### src/rtl/accelerator_dma.sv
// accelerator_dma: bus initiator that copies IN_WORDS operand words from
// src_addr into the accelerator write window, then OUT_WORDS result words
// from the accelerator read window to dst_addr, one word at a time.
// Ports: clk, rst (async, active-high); start/src_addr/dst_addr job request;
// busy/done/error job status; mem_valid/mem_ready/mem_addr/mem_wdata/
// mem_wstrb/mem_rdata shared bus initiator interface.
// Optional: define ACCELERATOR_DMA_TIMEOUT_EN to abort a job when a transfer
// waits TIMEOUT cycles for mem_ready (error then reports the abort).
module accelerator_dma #(
  parameter logic [31:0] ACC_WRITE = 32'h0110_0000,
  parameter logic [31:0] ACC_READ  = 32'h0130_0000,
  parameter int unsigned IN_WORDS  = 18,
  parameter int unsigned OUT_WORDS = 4,
  parameter int unsigned TIMEOUT   = 255
) (
  input  logic        clk,
  input  logic        rst,
  input  logic        start,
  input  logic [31:0] src_addr,
  input  logic [31:0] dst_addr,
  output logic        busy,
  output logic        done,
  output logic        error,
  output logic        mem_valid,
  input  logic        mem_ready,
  output logic [31:0] mem_addr,
  output logic [31:0] mem_wdata,
  output logic [3:0]  mem_wstrb,
  input  logic [31:0] mem_rdata
);

  localparam int KW = 16;

  typedef enum logic [2:0] {
    S_IDLE,
    S_RD_REQ,
    S_RD_GAP,
    S_WR_REQ,
    S_WR_GAP,
    S_FIN
  } state_e;

  state_e        state_q, state_d;
  logic          phase_q, phase_d;
  logic [KW-1:0] k_q, k_d;
  logic [31:0]   src_q, src_d;
  logic [31:0]   dst_q, dst_d;
  logic          busy_q, busy_d;
  logic          done_q, done_d;
  logic          valid_q, valid_d;
  logic [31:0]   addr_q, addr_d;
  logic [31:0]   wdata_q, wdata_d;
  logic [3:0]    wstrb_q, wstrb_d;
  logic          last_in, last_out;

  // Base address low bits are dropped, so they are intentionally unused.
  logic unused_lsbs;
  assign unused_lsbs = ^{src_addr[1:0], dst_addr[1:0]};

  function automatic logic [31:0] woff(input logic [KW-1:0] k);
    return {{(30-KW){1'b0}}, k, 2'b00};
  endfunction

  assign last_in  = (k_q == KW'(IN_WORDS - 1));
  assign last_out = (k_q == KW'(OUT_WORDS - 1));

`ifdef ACCELERATOR_DMA_TIMEOUT_EN
  logic [15:0] cnt_q, cnt_d;
  logic        error_q, error_d;
  logic        abort;
`else
  localparam int unsigned unused_timeout = TIMEOUT;
`endif

  always_comb begin
    state_d = state_q;
    phase_d = phase_q;
    k_d     = k_q;
    src_d   = src_q;
    dst_d   = dst_q;
    busy_d  = busy_q;
    done_d  = 1'b0;
    valid_d = valid_q;
    addr_d  = addr_q;
    wdata_d = wdata_q;
    wstrb_d = wstrb_q;
`ifdef ACCELERATOR_DMA_TIMEOUT_EN
    cnt_d   = cnt_q;
    error_d = error_q;
    abort   = 1'b0;
`endif
    unique case (state_q)
      S_IDLE: begin
        if (start) begin
          src_d   = {src_addr[31:2], 2'b00};
          dst_d   = {dst_addr[31:2], 2'b00};
          phase_d = 1'b0;
          k_d     = '0;
          busy_d  = 1'b1;
          valid_d = 1'b1;
          wstrb_d = 4'h0;
          addr_d  = {src_addr[31:2], 2'b00};
          state_d = S_RD_REQ;
`ifdef ACCELERATOR_DMA_TIMEOUT_EN
          cnt_d   = '0;
          error_d = 1'b0;
`endif
        end
      end
      S_RD_REQ: begin
        if (mem_ready) begin
          wdata_d = mem_rdata;
          valid_d = 1'b0;
          state_d = S_RD_GAP;
        end
`ifdef ACCELERATOR_DMA_TIMEOUT_EN
        else if (cnt_q == 16'(TIMEOUT - 1)) abort = 1'b1;
        else cnt_d = cnt_q + 16'd1;
`endif
      end
      // Gaps wait out the responder's held ready before the next request.
      S_RD_GAP: begin
        if (!mem_ready) begin
          valid_d = 1'b1;
          wstrb_d = 4'hF;
          addr_d  = phase_q ? dst_q + woff(k_q)
                            : ACC_WRITE + woff(k_q);
          state_d = S_WR_REQ;
`ifdef ACCELERATOR_DMA_TIMEOUT_EN
          cnt_d   = '0;
`endif
        end
      end
      S_WR_REQ: begin
        if (mem_ready) begin
          valid_d = 1'b0;
          state_d = S_WR_GAP;
        end
`ifdef ACCELERATOR_DMA_TIMEOUT_EN
        else if (cnt_q == 16'(TIMEOUT - 1)) abort = 1'b1;
        else cnt_d = cnt_q + 16'd1;
`endif
      end
      S_WR_GAP: begin
        if (!mem_ready) begin
          if (phase_q && last_out) begin
            busy_d  = 1'b0;
            done_d  = 1'b1;
            state_d = S_FIN;
          end else begin
            if (!phase_q && last_in) begin
              phase_d = 1'b1;
              k_d     = '0;
            end else begin
              k_d = k_q + KW'(1);
            end
            valid_d = 1'b1;
            wstrb_d = 4'h0;
            addr_d  = phase_d ? ACC_READ + woff(k_d)
                              : src_q + woff(k_d);
            state_d = S_RD_REQ;
`ifdef ACCELERATOR_DMA_TIMEOUT_EN
            cnt_d   = '0;
`endif
          end
        end
      end
      S_FIN: state_d = S_IDLE;
      default: state_d = S_IDLE;
    endcase
`ifdef ACCELERATOR_DMA_TIMEOUT_EN
    if (abort) begin
      valid_d = 1'b0;
      busy_d  = 1'b0;
      done_d  = 1'b1;
      error_d = 1'b1;
      state_d = S_FIN;
    end
`endif
  end

  always_ff @(posedge clk or posedge rst) begin
    if (rst) begin
      state_q <= S_IDLE;
      phase_q <= 1'b0;
      k_q     <= '0;
      src_q   <= '0;
      dst_q   <= '0;
      busy_q  <= 1'b0;
      done_q  <= 1'b0;
      valid_q <= 1'b0;
      addr_q  <= '0;
      wdata_q <= '0;
      wstrb_q <= '0;
    end else begin
      state_q <= state_d;
      phase_q <= phase_d;
      k_q     <= k_d;
      src_q   <= src_d;
      dst_q   <= dst_d;
      busy_q  <= busy_d;
      done_q  <= done_d;
      valid_q <= valid_d;
      addr_q  <= addr_d;
      wdata_q <= wdata_d;
      wstrb_q <= wstrb_d;
    end
  end

`ifdef ACCELERATOR_DMA_TIMEOUT_EN
  always_ff @(posedge clk or posedge rst) begin
    if (rst) begin
      cnt_q   <= '0;
      error_q <= 1'b0;
    end else begin
      cnt_q   <= cnt_d;
      error_q <= error_d;
    end
  end
  assign error = error_q;
`else
  assign error = 1'b0;
`endif

  assign busy      = busy_q;
  assign done      = done_q;
  assign mem_valid = valid_q;
  assign mem_addr  = addr_q;
  assign mem_wdata = wdata_q;
  assign mem_wstrb = wstrb_q;

endmodule

### config.mk
export PLATFORM = sky130hd
export DESIGN_NAME = accelerator_dma
export DESIGN_NICKNAME = d
export VERILOG_FILES = /design/src/rtl/accelerator_dma.sv
export SDC_FILE = /design/constraint.sdc
export NUM_CORES = 1
export LEC_CHECK = 0
export BUFFER_PORTS_ARGS = -buffer_cell sky130_fd_sc_hd__buf_2
export CAP_MARGIN = 40
export CORE_ASPECT_RATIO = 1.5
export CORE_MARGIN = 2
export CORE_UTILIZATION = 56
export CTS_CLUSTER_DIAMETER = 100
export CTS_CLUSTER_SIZE = 16
export DETAILED_ROUTE_END_ITERATION = 12
export GPL_ROUTABILITY_DRIVEN = 0
export GPL_TIMING_DRIVEN = 0
export PLACE_DENSITY = 0.89
export SYNTH_ARGS = -nofsm -noshare
export SYNTH_HDL_FRONTEND = slang
export SYNTH_SLANG_ARGS = --single-unit
### constraint.sdc
create_clock -name clk -period 6 [get_ports clk]
set_clock_uncertainty 0.15 [all_clocks]
set_input_delay 0.9 -clock clk [delete_from_list [all_inputs] [get_ports clk]]
set_output_delay 0.9 -clock clk [all_outputs]
set_load 0.05 [all_outputs]
* After elaboration in Yosys (flattened, before gate mapping)
Cells that the tools add are included.
Cells by class: add/sub/neg operators 5, multiply operators 0, div/mod/pow operators 0, magnitude comparators 0, equality and inequality tests 14, shift operators 0, multiplexer cells 47, bitwise operators 0, reduce and logical (&&, ||, !) cells 15
Operators with widths (count):
- $mux W32 | 6
- $mux W16 | 7
- $pmux W32 S3 | 1
- $add A32 B18 Y32 | 2
- $add A25 B18 Y26 const A | 2
- $pmux W16 S2 | 1
- $mux W3 | 6
- $mux W1 | 17
- $add A16 B1 Y16 const B | 1
- $eq A16 B2 Y1 const B | 1
- $eq A16 B5 Y1 const B | 1
- $mux W4 | 4
- $pmux W3 S5 | 1
- $ne A2 B2 Y1 const B | 7
- $pmux W4 S3 | 1
- $reduce_and A5 Y1 | 2
- $reduce_and A4 Y1 | 2
- $eq A3 B2 Y1 const B | 2
- $reduce_and A6 Y1 | 1
- $pmux W1 S2 | 2
- $pmux W1 S4 | 1
- $reduce_and A2 Y1 | 2
- $reduce_bool A4 Y1 | 1
- $eq A3 B1 Y1 const B | 1
- other kinds (8) | 9
Word-level totals: flip-flop bits (word level) 151, bits in latches 0, memory bits (writable) 0, bits in read-only memories 0, input port bits 100, output and inout bits 72, word-level logic and storage cells 92, memories kept 0

* Logic depth before layout (Yosys ltp)
depth after elaboration 11, gate-level depth with buffers 18, mapped depth without buffers 17

* Least setup slack after synthesis
Ideal clock, no wire load.
kind register to register, start register k_q[11], end register addr_q[14], in the netlist mem_addr[14], setup time 125 ps, data arrival time 3699 ps, required time 5725 ps, slack 2026 ps, cell stages (with the launch flop) 18, clock period less this slack 3974 ps, path through dfrtp_1 -> clkbuf_1 -> nor4_1 -> nand4_1 -> nor3_1 -> nor2_1 -> ha_1 -> inv_1 -> fa_1 -> nand2b_1 -> a21oi_1 -> o311a_1 -> a2111oi_4 -> nor2_2 -> xor2_1 -> a21oi_1 -> o221ai_1 -> mux2_2
On the way: word-level cells in the longest chain between the ends 11, elaborated cells on any way between the ends 25, classes of those cells 5 x add/sub; 3 x eq/ne; 14 x mux; 3 x reduce/logical
Ends and longest elaborated chain:
- start: declaration | line 45 | logic [KW-1:0] k_q, k_d;
- start signal: assignment | line 198 | k_q <= k_d;
- branches (longest 11 deep; another with $add A32 B18 Y32)
- end signal: assignment | line 204 | addr_q <= addr_d;
- end: declaration | line 51 | logic [31:0] addr_q, addr_d;
Parallel ways; which one is timed is not known. The select of a mux whose other input is x is not followed. A chain may end at the register's enable or synchronous reset.

* Worst setup path in the final report
start register k_q[11], end register addr_q[21], in the netlist mem_addr[21]
Same word-level chain as after synthesis.

==> flow_metrics.py <==
metrics = {
    "run_status": {
        "outcome": "finished clean",
    },
    "sta": {
        "worstMarginPinSlew_ns": 0.976,
        "setup_viol": 0,
        "drv_slew": 0,
        "clock.fmax_ghz": 0.187,
        "rsz0062_at_grt": "false",
        "finalHoldViolations": 0,
        "post-route-min-period_ns": 5.34,
        "slew_headroom_pct": 34.9,
        "fin_crit_sh_pct": 89.0,
    },
    "synth": {
        "synth_top_family_by_area": "compound AO/OA/AOI/OAI gates",
        "syn_area_per_cell_um2": 9.72,
        "synth_warnings": 0,
        "async_flop_share_pct": 100,
        "synth_cells": 915,
        "synth_compound_area_share_pct": 18.3,
        "synth_fa_ha_area_share_pct": 5.37,
        "synth_edf_count": 0,
        "synth.distinct_cells": 77,
        "seq_area_frac_synth_pct": 41.1,
        "ys_ff_latch": 146,
        "synth-main-ff-cell": "dfrtp_1",
        "synth_mux_area_share_pct": 12.3,
        "synthSimpleGateAreaFrac_pct": 13.6,
        "syn_area_mm2": 0.00889,
        "synth_xor_area_share_pct": 5.37,
    },
    "critical_path": {
        "path_max_fanout": 9,
        "startpoint_type": "flop",
        "cp_data_required_time_ns": 6.14,
        "path_cells": "clkbuf_1 > nor4_1 > nand4_1 > nor3_1 > nor2_1 > ha_1 > o21ai_0 > o21ai_0 > a211oi_1 > nor3_2 > a21oi_2 > o21ai_2 > xor2_1 > a221oi_1 > a21oi_1",
        "crit_path_max_incr_delay_ns": 0.69,
        "crit_type": "reg2reg",
        "timing.critical_path.mode_cell": "o21ai_0",
        "worst_setup_path_end_kind": "flop",
        "crit_arrival_ns": 5.48,
        "cp_slowest_cell": "nor3_1",
    },
    "die": {
        "rows": 56,
        "dieHeight_um": 158,
        "die-area_mm2": 0.0169,
        "io_pins": 172,
        "die_w_um": 107,
        "core_area_mm2": 0.0156,
        "start_util_pct": 56.9,
    },
    "clock_network": {
        "post_cts_resize_count": 0,
        "clock_sinks": 146,
        "path_clk_slew_ns": 0.06,
        "clk-insertion-delay-late_ns": 0.43,
        "cts_setup_buffers": 0,
        "cts_buffers": 17,
        "cts_tree": "yes",
        "cts_hold_buf": 0,
        "root_buffer": "clkbuf_16",
        "cts_buffer_depth": 2,
        "ctsHtreeMaxLevel": 4,
    },
    "detailed_routing": {
        "totalWireLength_um": 26700,
        "drc": 0,
        "drt_iter0_markers": 935,
        "wl_per_cell_um": 20.3,
        "detail_route.vias_per_cell": 6.35,
        "via_count": 8378,
        "drt_first_pass_iters": 9,
        "ant_nets": 0,
    },
    "grt": {
        "grt_pass1_vias": 8539,
        "grt_pass1_wl_um": 42400,
        "track_usage_pct": 32.5,
        "antenna_found_initial": 0,
        "grt_start_max_net_pins": 79,
        "grt_overflow_total": 0,
    },
    "finish": {
        "nets": 1240,
        "n_antenna_cell": 0,
        "layout_commonest_cell": "buf_2",
        "layout_common_cells": "175 x buf_2, 146 x dfrtp_1, 89 x mux2_2, 84 x nand2_1, 68 x nor2_1",
        "fin_util_pct": 67.9,
        "layout-drive-gt1-share_pct": 28.8,
        "final-instance-count-excl-fill": 1319,
        "final_area_mm2": 0.0106,
        "area_delta_synth_final_pct": 19.4,
    },
    "power": {
        "p_per_area_mw_per_mm2": 546,
        "p_leak_nw": 4.82,
        "power_mw": 5.80,
        "ir_drop_v": 0.000359,
    },
    "min_path": {
        "hold_path.class": "reg2reg",
    },
    "placed_design": {
        "dp_cells": 1287,
        "dp_hpwl_um": 19800,
        "placed_area_mm2": 0.0100,
        "port-buffer-count": 164,
    },
    "job": {
        "cap_violations": 0,
    },
}
-- final cells by class --
class / count / area (um2)
plain buffers: 52 / 240
repair buffers: 167 / 858
clock inverters: 10 / 133
well taps: 203 / 254
inverters: 30 / 118
multi-input cells: 689 / 4890
flip-flops and latches: 146 / 3650
fillers: 1189 / 5010
clock buffers: 22 / 464
-- sequential cells by signal, summed over array words and instances (netlist names) --
| signal | cells |
|---|---|
| busy | 1 |
| done | 1 |
| src_q | 30 |
| state_q | 3 |
| mem_valid | 1 |
| dst_q | 30 |
| mem_addr | 30 |
| mem_wstrb | 1 |
| phase_q | 1 |
| mem_wdata | 32 |
| k_q | 16 |
-- through the flow --
| step | TNS, ns | setup WS [ns] | hold slack [ns] |
|---|---|---|---|
| floorplan | 0 | 1.03 | 0.335 |
| global placement | -91.68 | -0.639 | 0.305 |
| detailed placement | 0 | 1.11 | 0.321 |
| CTS | 0 | 1.00 | 0.334 |
| global route | 0 | 0.603 | 0.373 |
| finish | 0 | 0.659 | 0.331 |
-- cell families after synthesis --
group           Yosys count
simple gates            258
buf+inv                  82
compound gates          240
mux                      98
flops                   146
other cells               1
xor+xnor                 53
fa+ha+maj                37
-- synth_stat cells (all sizes together), types with 5 or more instances --
library cell	number	area, um2
dfrtp	146	3650
and3	5	31.3
o211ai	7	57.6
xnor2	25	219
o21ai	77	389
nor3	25	130
a211oi	9	67.6
and2	7	43.8
o31ai	5	37.5
and4	5	43.8
or3	7	48.8
a21oi	46	234
inv	30	113
ha	35	438
nor2	69	262
o21a	9	67.6
clkbuf	34	128
xor2	27	236
nand3	22	110
a221oi	17	168
buf	18	113
a31oi	12	81.3
nor2b	6	37.5
mux2	89	1000
nand4	8	50.1
nand2b	6	37.5
a21o	11	82.6
mux2i	9	90.1
nand2	84	315
-- final timing paths --
kind                        startpoint            to  slack [ns]  depth (start not counted)
setup / recovery               k_q[11]  mem_addr[21]        0.66                         15
hold / removal             mem_addr[7]   mem_addr[7]        0.33                          2
setup reg to reg               k_q[11]  mem_addr[21]        0.66                         15
hold reg to reg            mem_addr[7]   mem_addr[7]        0.33                          2
max in group asynchronous          rst          busy        4.48                          3
min in group asynchronous          rst     dst_q[19]        0.42                          2
-- metal layers --
metal / part of all wire, % / wire, um / vias up / GRT usage, %
li1: - / - / 3702 / -
met1: 34 / 9090 / 3972 / 35.4
met2: 49 / 13000 / 559 / 54.9
met3: 9.9 / 2630 / 145 / 7.94
met4: 7.3 / 1960 / 0 / 23.7
met5: 0 / 0 / - / 0
-- power by group --
group / switching (mW) / internal, mW / total [mW]
Combinational: 1.95 / 1.00 / 2.95
Sequential: 0.329 / 1.43 / 1.76
Clock: 0.414 / 0.672 / 1.09
-- critical path, delay by kind of cell, from the launching register on --
kind / cells / cell delay (ns)
flops: 1 / 0.39
buf+inv: 1 / 0.22
compound gates: 7 / 1.97
simple gates: 5 / 1.91
xor+xnor: 1 / 0.19
fa+ha+maj: 1 / 0.38
Note: power is estimated with default switching activity, not from simulation.
